### config.mk
export PLATFORM = sky130hd
export DESIGN_NAME = divider_seq
export DESIGN_NICKNAME = d
export VERILOG_FILES = /design/src/rtl/divider_seq.sv
export SDC_FILE = /design/constraint.sdc
export NUM_CORES = 1
export LEC_CHECK = 0
export ABC_AREA = 1
export BUFFER_PORTS_ARGS = -buffer_cell sky130_fd_sc_hd__buf_2
export CAP_MARGIN = 10
export CORE_MARGIN = 3
export CORE_UTILIZATION = 47
export DETAILED_ROUTE_END_ITERATION = 8
export HOLD_SLACK_MARGIN = 0.15
export PLACE_DENSITY = 0.74
export SYNTH_ARGS = -nofsm -noshare
export SYNTH_HDL_FRONTEND = slang
export SYNTH_SLANG_ARGS = --single-unit
### constraint.sdc
create_clock -name clk -period 3.95 [get_ports clk]
set_input_delay 0.395 -clock clk [delete_from_list [all_inputs] [get_ports clk]]
set_output_delay 0.395 -clock clk [all_outputs]
set_load 0.01 [all_outputs]
### src/rtl/divider_seq.sv
// divider_seq: sequential restoring divider, DIVIDEND_W-bit dividend by
// DIVISOR_W-bit divisor, one quotient bit per clock, start/done handshake.
// Optional feature macro: DIV_ZERO_CHECK_EN (1-cycle divide-by-zero path
// with a registered div_by_zero flag). When undefined, a zero divisor runs
// through the normal algorithm and div_by_zero is tied low.
module divider_seq #(
  parameter int DIVIDEND_W = 8,
  parameter int DIVISOR_W  = 4
) (
  input  logic                  clk,
  input  logic                  rst,
  input  logic                  start,
  input  logic [DIVIDEND_W-1:0] dividend,
  input  logic [DIVISOR_W-1:0]  divisor,
  output logic [DIVIDEND_W-1:0] quotient,
  output logic [DIVISOR_W-1:0]  remainder,
  output logic                  busy,
  output logic                  done,
  output logic                  div_by_zero
);

  localparam int CNT_W = $clog2(DIVIDEND_W + 1);
  localparam logic [CNT_W-1:0] LAST_CNT = CNT_W'(DIVIDEND_W - 1);

  typedef enum logic [1:0] {
    IDLE = 2'd0,
    CALC = 2'd1,
    ZERO = 2'd2
  } state_t;

  state_t                state_r, state_nxt_s;
  logic [DIVIDEND_W-1:0] dvd_r, dvd_nxt_s;        // dividend, shifted MSB-first
  logic [DIVISOR_W-1:0]  dvs_r, dvs_nxt_s;        // captured divisor
  logic [DIVISOR_W-1:0]  rem_r, rem_nxt_s;        // partial remainder R
  logic [DIVIDEND_W-1:0] quo_r, quo_nxt_s;        // quotient being assembled
  logic [CNT_W-1:0]      cnt_r, cnt_nxt_s;        // CALC iteration counter
  logic [DIVIDEND_W-1:0] quotient_r, quotient_nxt_s;
  logic [DIVISOR_W-1:0]  remainder_r, remainder_nxt_s;
  logic                  busy_r, busy_nxt_s;
  logic                  done_r, done_nxt_s;

  // One restoring step: trial value, compare, and the two candidate remainders.
  logic [DIVISOR_W:0]    trial_s;
  logic                  fits_s;
  logic [DIVISOR_W-1:0]  diff_s;
  logic [DIVISOR_W-1:0]  rem_step_s;
  logic [DIVIDEND_W-1:0] quo_step_s;

  assign trial_s    = {rem_r, dvd_r[DIVIDEND_W-1]};
  assign fits_s     = (trial_s >= {1'b0, dvs_r});
  // Only the low bits of T - divisor survive: the difference is < divisor.
  assign diff_s     = trial_s[DIVISOR_W-1:0] - dvs_r;
  assign rem_step_s = fits_s ? diff_s : trial_s[DIVISOR_W-1:0];
  assign quo_step_s = {quo_r[DIVIDEND_W-2:0], fits_s};

`ifdef DIV_ZERO_CHECK_EN
  logic dbz_r, dbz_nxt_s;
`endif

  // State register with asynchronous abort on reset.
  always_ff @(posedge clk or posedge rst) begin
    if (rst) begin
      state_r <= IDLE;
    end else begin
      state_r <= state_nxt_s;
    end
  end

  // Datapath and registered output flops.
  always_ff @(posedge clk or posedge rst) begin
    if (rst) begin
      dvd_r       <= {DIVIDEND_W{1'b0}};
      dvs_r       <= {DIVISOR_W{1'b0}};
      rem_r       <= {DIVISOR_W{1'b0}};
      quo_r       <= {DIVIDEND_W{1'b0}};
      cnt_r       <= {CNT_W{1'b0}};
      quotient_r  <= {DIVIDEND_W{1'b0}};
      remainder_r <= {DIVISOR_W{1'b0}};
      busy_r      <= 1'b0;
      done_r      <= 1'b0;
`ifdef DIV_ZERO_CHECK_EN
      dbz_r       <= 1'b0;
`endif
    end else begin
      dvd_r       <= dvd_nxt_s;
      dvs_r       <= dvs_nxt_s;
      rem_r       <= rem_nxt_s;
      quo_r       <= quo_nxt_s;
      cnt_r       <= cnt_nxt_s;
      quotient_r  <= quotient_nxt_s;
      remainder_r <= remainder_nxt_s;
      busy_r      <= busy_nxt_s;
      done_r      <= done_nxt_s;
`ifdef DIV_ZERO_CHECK_EN
      dbz_r       <= dbz_nxt_s;
`endif
    end
  end

  // Next-state and next-register values for every state.
  always_comb begin
    state_nxt_s     = state_r;
    dvd_nxt_s       = dvd_r;
    dvs_nxt_s       = dvs_r;
    rem_nxt_s       = rem_r;
    quo_nxt_s       = quo_r;
    cnt_nxt_s       = cnt_r;
    quotient_nxt_s  = quotient_r;
    remainder_nxt_s = remainder_r;
    busy_nxt_s      = busy_r;
    done_nxt_s      = 1'b0;
`ifdef DIV_ZERO_CHECK_EN
    dbz_nxt_s       = dbz_r;
`endif

    case (state_r)
      IDLE: begin
        if (start) begin
          dvd_nxt_s  = dividend;
          dvs_nxt_s  = divisor;
          rem_nxt_s  = {DIVISOR_W{1'b0}};
          quo_nxt_s  = {DIVIDEND_W{1'b0}};
          cnt_nxt_s  = {CNT_W{1'b0}};
          busy_nxt_s = 1'b1;
`ifdef DIV_ZERO_CHECK_EN
          if (divisor == {DIVISOR_W{1'b0}}) begin
            state_nxt_s = ZERO;
          end else begin
            state_nxt_s = CALC;
          end
`else
          state_nxt_s = CALC;
`endif
        end else begin
          busy_nxt_s = 1'b0;
        end
      end

      CALC: begin
        dvd_nxt_s = {dvd_r[DIVIDEND_W-2:0], 1'b0};
        rem_nxt_s = rem_step_s;
        quo_nxt_s = quo_step_s;
        cnt_nxt_s = cnt_r + {{(CNT_W-1){1'b0}}, 1'b1};
        if (cnt_r == LAST_CNT) begin
          quotient_nxt_s  = quo_step_s;
          remainder_nxt_s = rem_step_s;
          done_nxt_s      = 1'b1;
          busy_nxt_s      = 1'b0;
          state_nxt_s     = IDLE;
`ifdef DIV_ZERO_CHECK_EN
          dbz_nxt_s       = 1'b0;
`endif
        end else begin
          busy_nxt_s = 1'b1;
        end
      end

`ifdef DIV_ZERO_CHECK_EN
      ZERO: begin
        quotient_nxt_s  = {DIVIDEND_W{1'b1}};
        remainder_nxt_s = dvd_r[DIVISOR_W-1:0];
        dbz_nxt_s       = 1'b1;
        done_nxt_s      = 1'b1;
        busy_nxt_s      = 1'b0;
        state_nxt_s     = IDLE;
      end
`endif

      default: begin
        busy_nxt_s  = 1'b0;
        state_nxt_s = IDLE;
      end
    endcase
  end

  assign quotient  = quotient_r;
  assign remainder = remainder_r;
  assign busy      = busy_r;
  assign done      = done_r;
`ifdef DIV_ZERO_CHECK_EN
  assign div_by_zero = dbz_r;
`else
  assign div_by_zero = 1'b0;
`endif

endmodule

==> results.md <==
- Ys flop type: dfrtp_1
- Clock insertion delay at the later pin of the skew report: 0.29 ns
- Die X: 69.1 um
- Cts hold-fix bufs: 0
- Longest Clk Path Bufs: 2
- Sequential Area: 0.00105 mm2
- CTS Sinks: 42
- Std cell rows: 22
- Adder-cell share of the synthesized area: 4.41%
- Drt first pass iters: 4
- Kind of critical path: flop to flop
- Avg WL per Cell: 12.3 um
- Critical Path RT: 4.13 ns
- Seq/Total Area, Yosys: 56.1%
- Synth Area in XOR/XNOR: 0.468%
- Ratio of cells with drive above 1 in the final layout: 21.5%
- Hold Vio Cnt, Final: 0
- Multi-input logic area: 686 um2
- Synth area leaders: dfrtp_1 56%, nand2_1 11%, nand3_1 5.6%
- Clock Tree Root: clkbuf_8
- Worst EP arrival: 2.27 ns
- Core region area: 0.00374 mm2
- CTS buffer count: 5
- Initial Util: 50.0%
- Top-count cell post-synth: nand2_1
- Die H: 69.1 um
- Top cell type's share of synthesized area: 56.1%
- Net Count, Synth: 219
- Post-synthesis cell count: 198
- Setup TNS: 0 ns
- RSZ-0062 raised after global routing: no
- Initial DRC count: 110
- Antenna-violating nets left: 0
- Via count: 1,348
- Fin nets: 248
- Final Cycle Share: 53.0%
- Worst Tran Pin Value: 0.865 ns
- GRT Resource Usage Total: 15.0%
- Main combinational cell family by area after synthesis: simple AND/OR/NAND/NOR gates
- CP Max Fanout: 18
- Max IR drop VDD: 356 uV
- Number of H-tree levels: 2
- I/O Pins: 30
- DRT Wirelength: 3400 um
- M1 WL: 1690 um
- Final Worst Setup Slack: 1.86 ns
- CP Capture Type: flop
- Syn_area_per_cell: 9.46 um2
- Total of max-cap violations: 0
- Fillers: 353
- CTS tree: yes
- Port buffer count: 28
- Yosys warns: 0
- Synth Area in Simple Gates: 20.8%
- Met3 WL: 140 um
- # setup viols final: 0
- Post-synth EDFFs: 0
- Crit path time final: 2.09 ns
- Antenna violations before repair: 0
- Placement Setup Slack: 1.90 ns
- Outcome: finished, final reports clean
- P per Cell Area: 873 mW/mm2
- Largest net degree at the start of global routing: 43
- Synthesis-to-finish area growth: 15.9%
- Fraction of the mapped netlist area in compound gates: 10.2%
- WL met2: 1530 um
- Crit start category: flop
- Synthesized flop and latch total: 42
- Highest routed metal layer: met4
- First-pass GRT wire length: 5840 um
- HPWL Detailed: 2400 um
- Multiplexer area fraction after synthesis: 0.601%
- Relative slew slack: 42.1%
- Area leader, netlist: dfrtp_1
- Worst Clk Skew: 0.00816 ns
- Leakage: 1.13 nW
- Placer Congestion: 0.796
- Remaining DRCs: 0
- Top cells by count, synth: 55 x nand2_1, 42 x dfrtp_1, 21 x nand3_1, 20 x inv_1, 8 x nor2_1
- Worst-path clk slew: 0.08 ns
- F_max: 0.478 GHz
- Worst Hold Class: input pin to async pin
- Full die area: 0.00478 mm2
- Number of global-route vias before repair: 1,337
- Post-CTS Setup Inserts: 0
- Pins Over Slew Limit: 0
- Post-synthesis async set-or-reset flop share: 100%
- Post-Syn Area: 0.00187 mm2
- Ant diodes: 0
- Via/cell ratio: 4.88
- Yosys cell types: 32
- GRT overflow: 0
- CTS resizes: 0
[final timing paths]
path	slack, ns	cells past startpoint	to	from
max in group asynchronous	3.37	3	busy$_DFF_PP0_	rst
worst max-delay path	1.86	3	dvs_r[0]$_DFFE_PP0P_	state_r[0]$_DFFE_PP0P_
worst max register to register	1.86	3	dvs_r[0]$_DFFE_PP0P_	state_r[0]$_DFFE_PP0P_
min in group clk	0.34	2	dvs_r[0]$_DFFE_PP0P_	divisor[0]
worst min-delay path	0.23	3	quo_r[0]$_DFFE_PP0P_	rst
worst min register to register	0.48	2	remainder[1]$_DFFE_PP0P_	remainder[1]$_DFFE_PP0P_
[cell families (layout without fill, tap and decap cells)]
logic type | count (synthesis) | in the layout
multiplexers | 1 | 1
flip-flops | 42 | 42
AND/OR/NAND/NOR | 89 | 89
adder cells (fa/ha/maj) | 6 | 6
AO/OA/AOI/OAI | 28 | 28
other | 1 | 1
buffers and inverters | 30 | 60
XOR/XNOR | 1 | 1
[layout make-up]
cell class | instances | area share, %
flip-flops and latches | 42 | 48.4
multi-input cells | 126 | 31.6
repair buffers | 29 | 6.80
inverters | 23 | 4.09
clock buffers | 5 | 3.17
clock inverters | 3 | 3.17
well taps | 48 | 2.77
[per-layer routing]
metal,track usage (%),vias to the layer above
li1,-,703
met1,20.5,616
met2,23.0,25
met3,3.50,4
met4,5.86,0
met5,0,-
[state kept, by name, summed over array words and instances (netlist names)]
name,cells
busy,1
quotient,8
quo_r,7
state_r,1
cnt_r,4
rem_r,4
remainder,4
dvs_r,4
dvd_r,8
done,1
[worst max-delay path, cell delays in order, from the launching register on]
cell      delay [ns]
dfrtp_1         0.71
clkinv_1        0.57
nand2_2         0.34
mux2_2          0.36
[power by group]
| part | leakage (nW) | switching (mW) | internal, mW |
|---|---|---|---|
| Clock | 0.0683 | 0.149 | 0.253 |
| Combinational | 0.540 | 0.471 | 0.298 |
| Sequential | 0.520 | 0.107 | 0.616 |
| Total | 1.13 | 0.727 | 1.17 |
[through the flow]
stage | util [%] | cells | area [um2] | hold WS, ns | power, mW
after floorplan | - | 198 | 1870 | 0.442 | 1.31
after global placement | 54.3 | 268 | 2030 | 0.458 | 1.47
after detailed placement | 54.3 | 268 | 2030 | 0.463 | 1.50
after CTS | 58.0 | 276 | 2170 | 0.242 | 1.91
after global routing | 58.0 | 276 | 2170 | 0.290 | 2.05
final | 58.0 | 276 | 2170 | 0.226 | 1.90
[cell usage in the layout (no fill, tap or decap), types with 4 or more instances in the layout]
| cell type | instances |
|---|---|
| a21oi_1 | 4 |
| buf_2 | 28 |
| o22ai_1 | 6 |
| nand2_1 | 55 |
| o21ai_0 | 4 |
| clkbuf_8 | 5 |
| ha_1 | 5 |
| nand3_1 | 21 |
| nor2_1 | 8 |
| dfrtp_1 | 42 |
| inv_1 | 20 |
| o21ai_2 | 6 |
No activity file was read; power rests on OpenSTA's default activity.
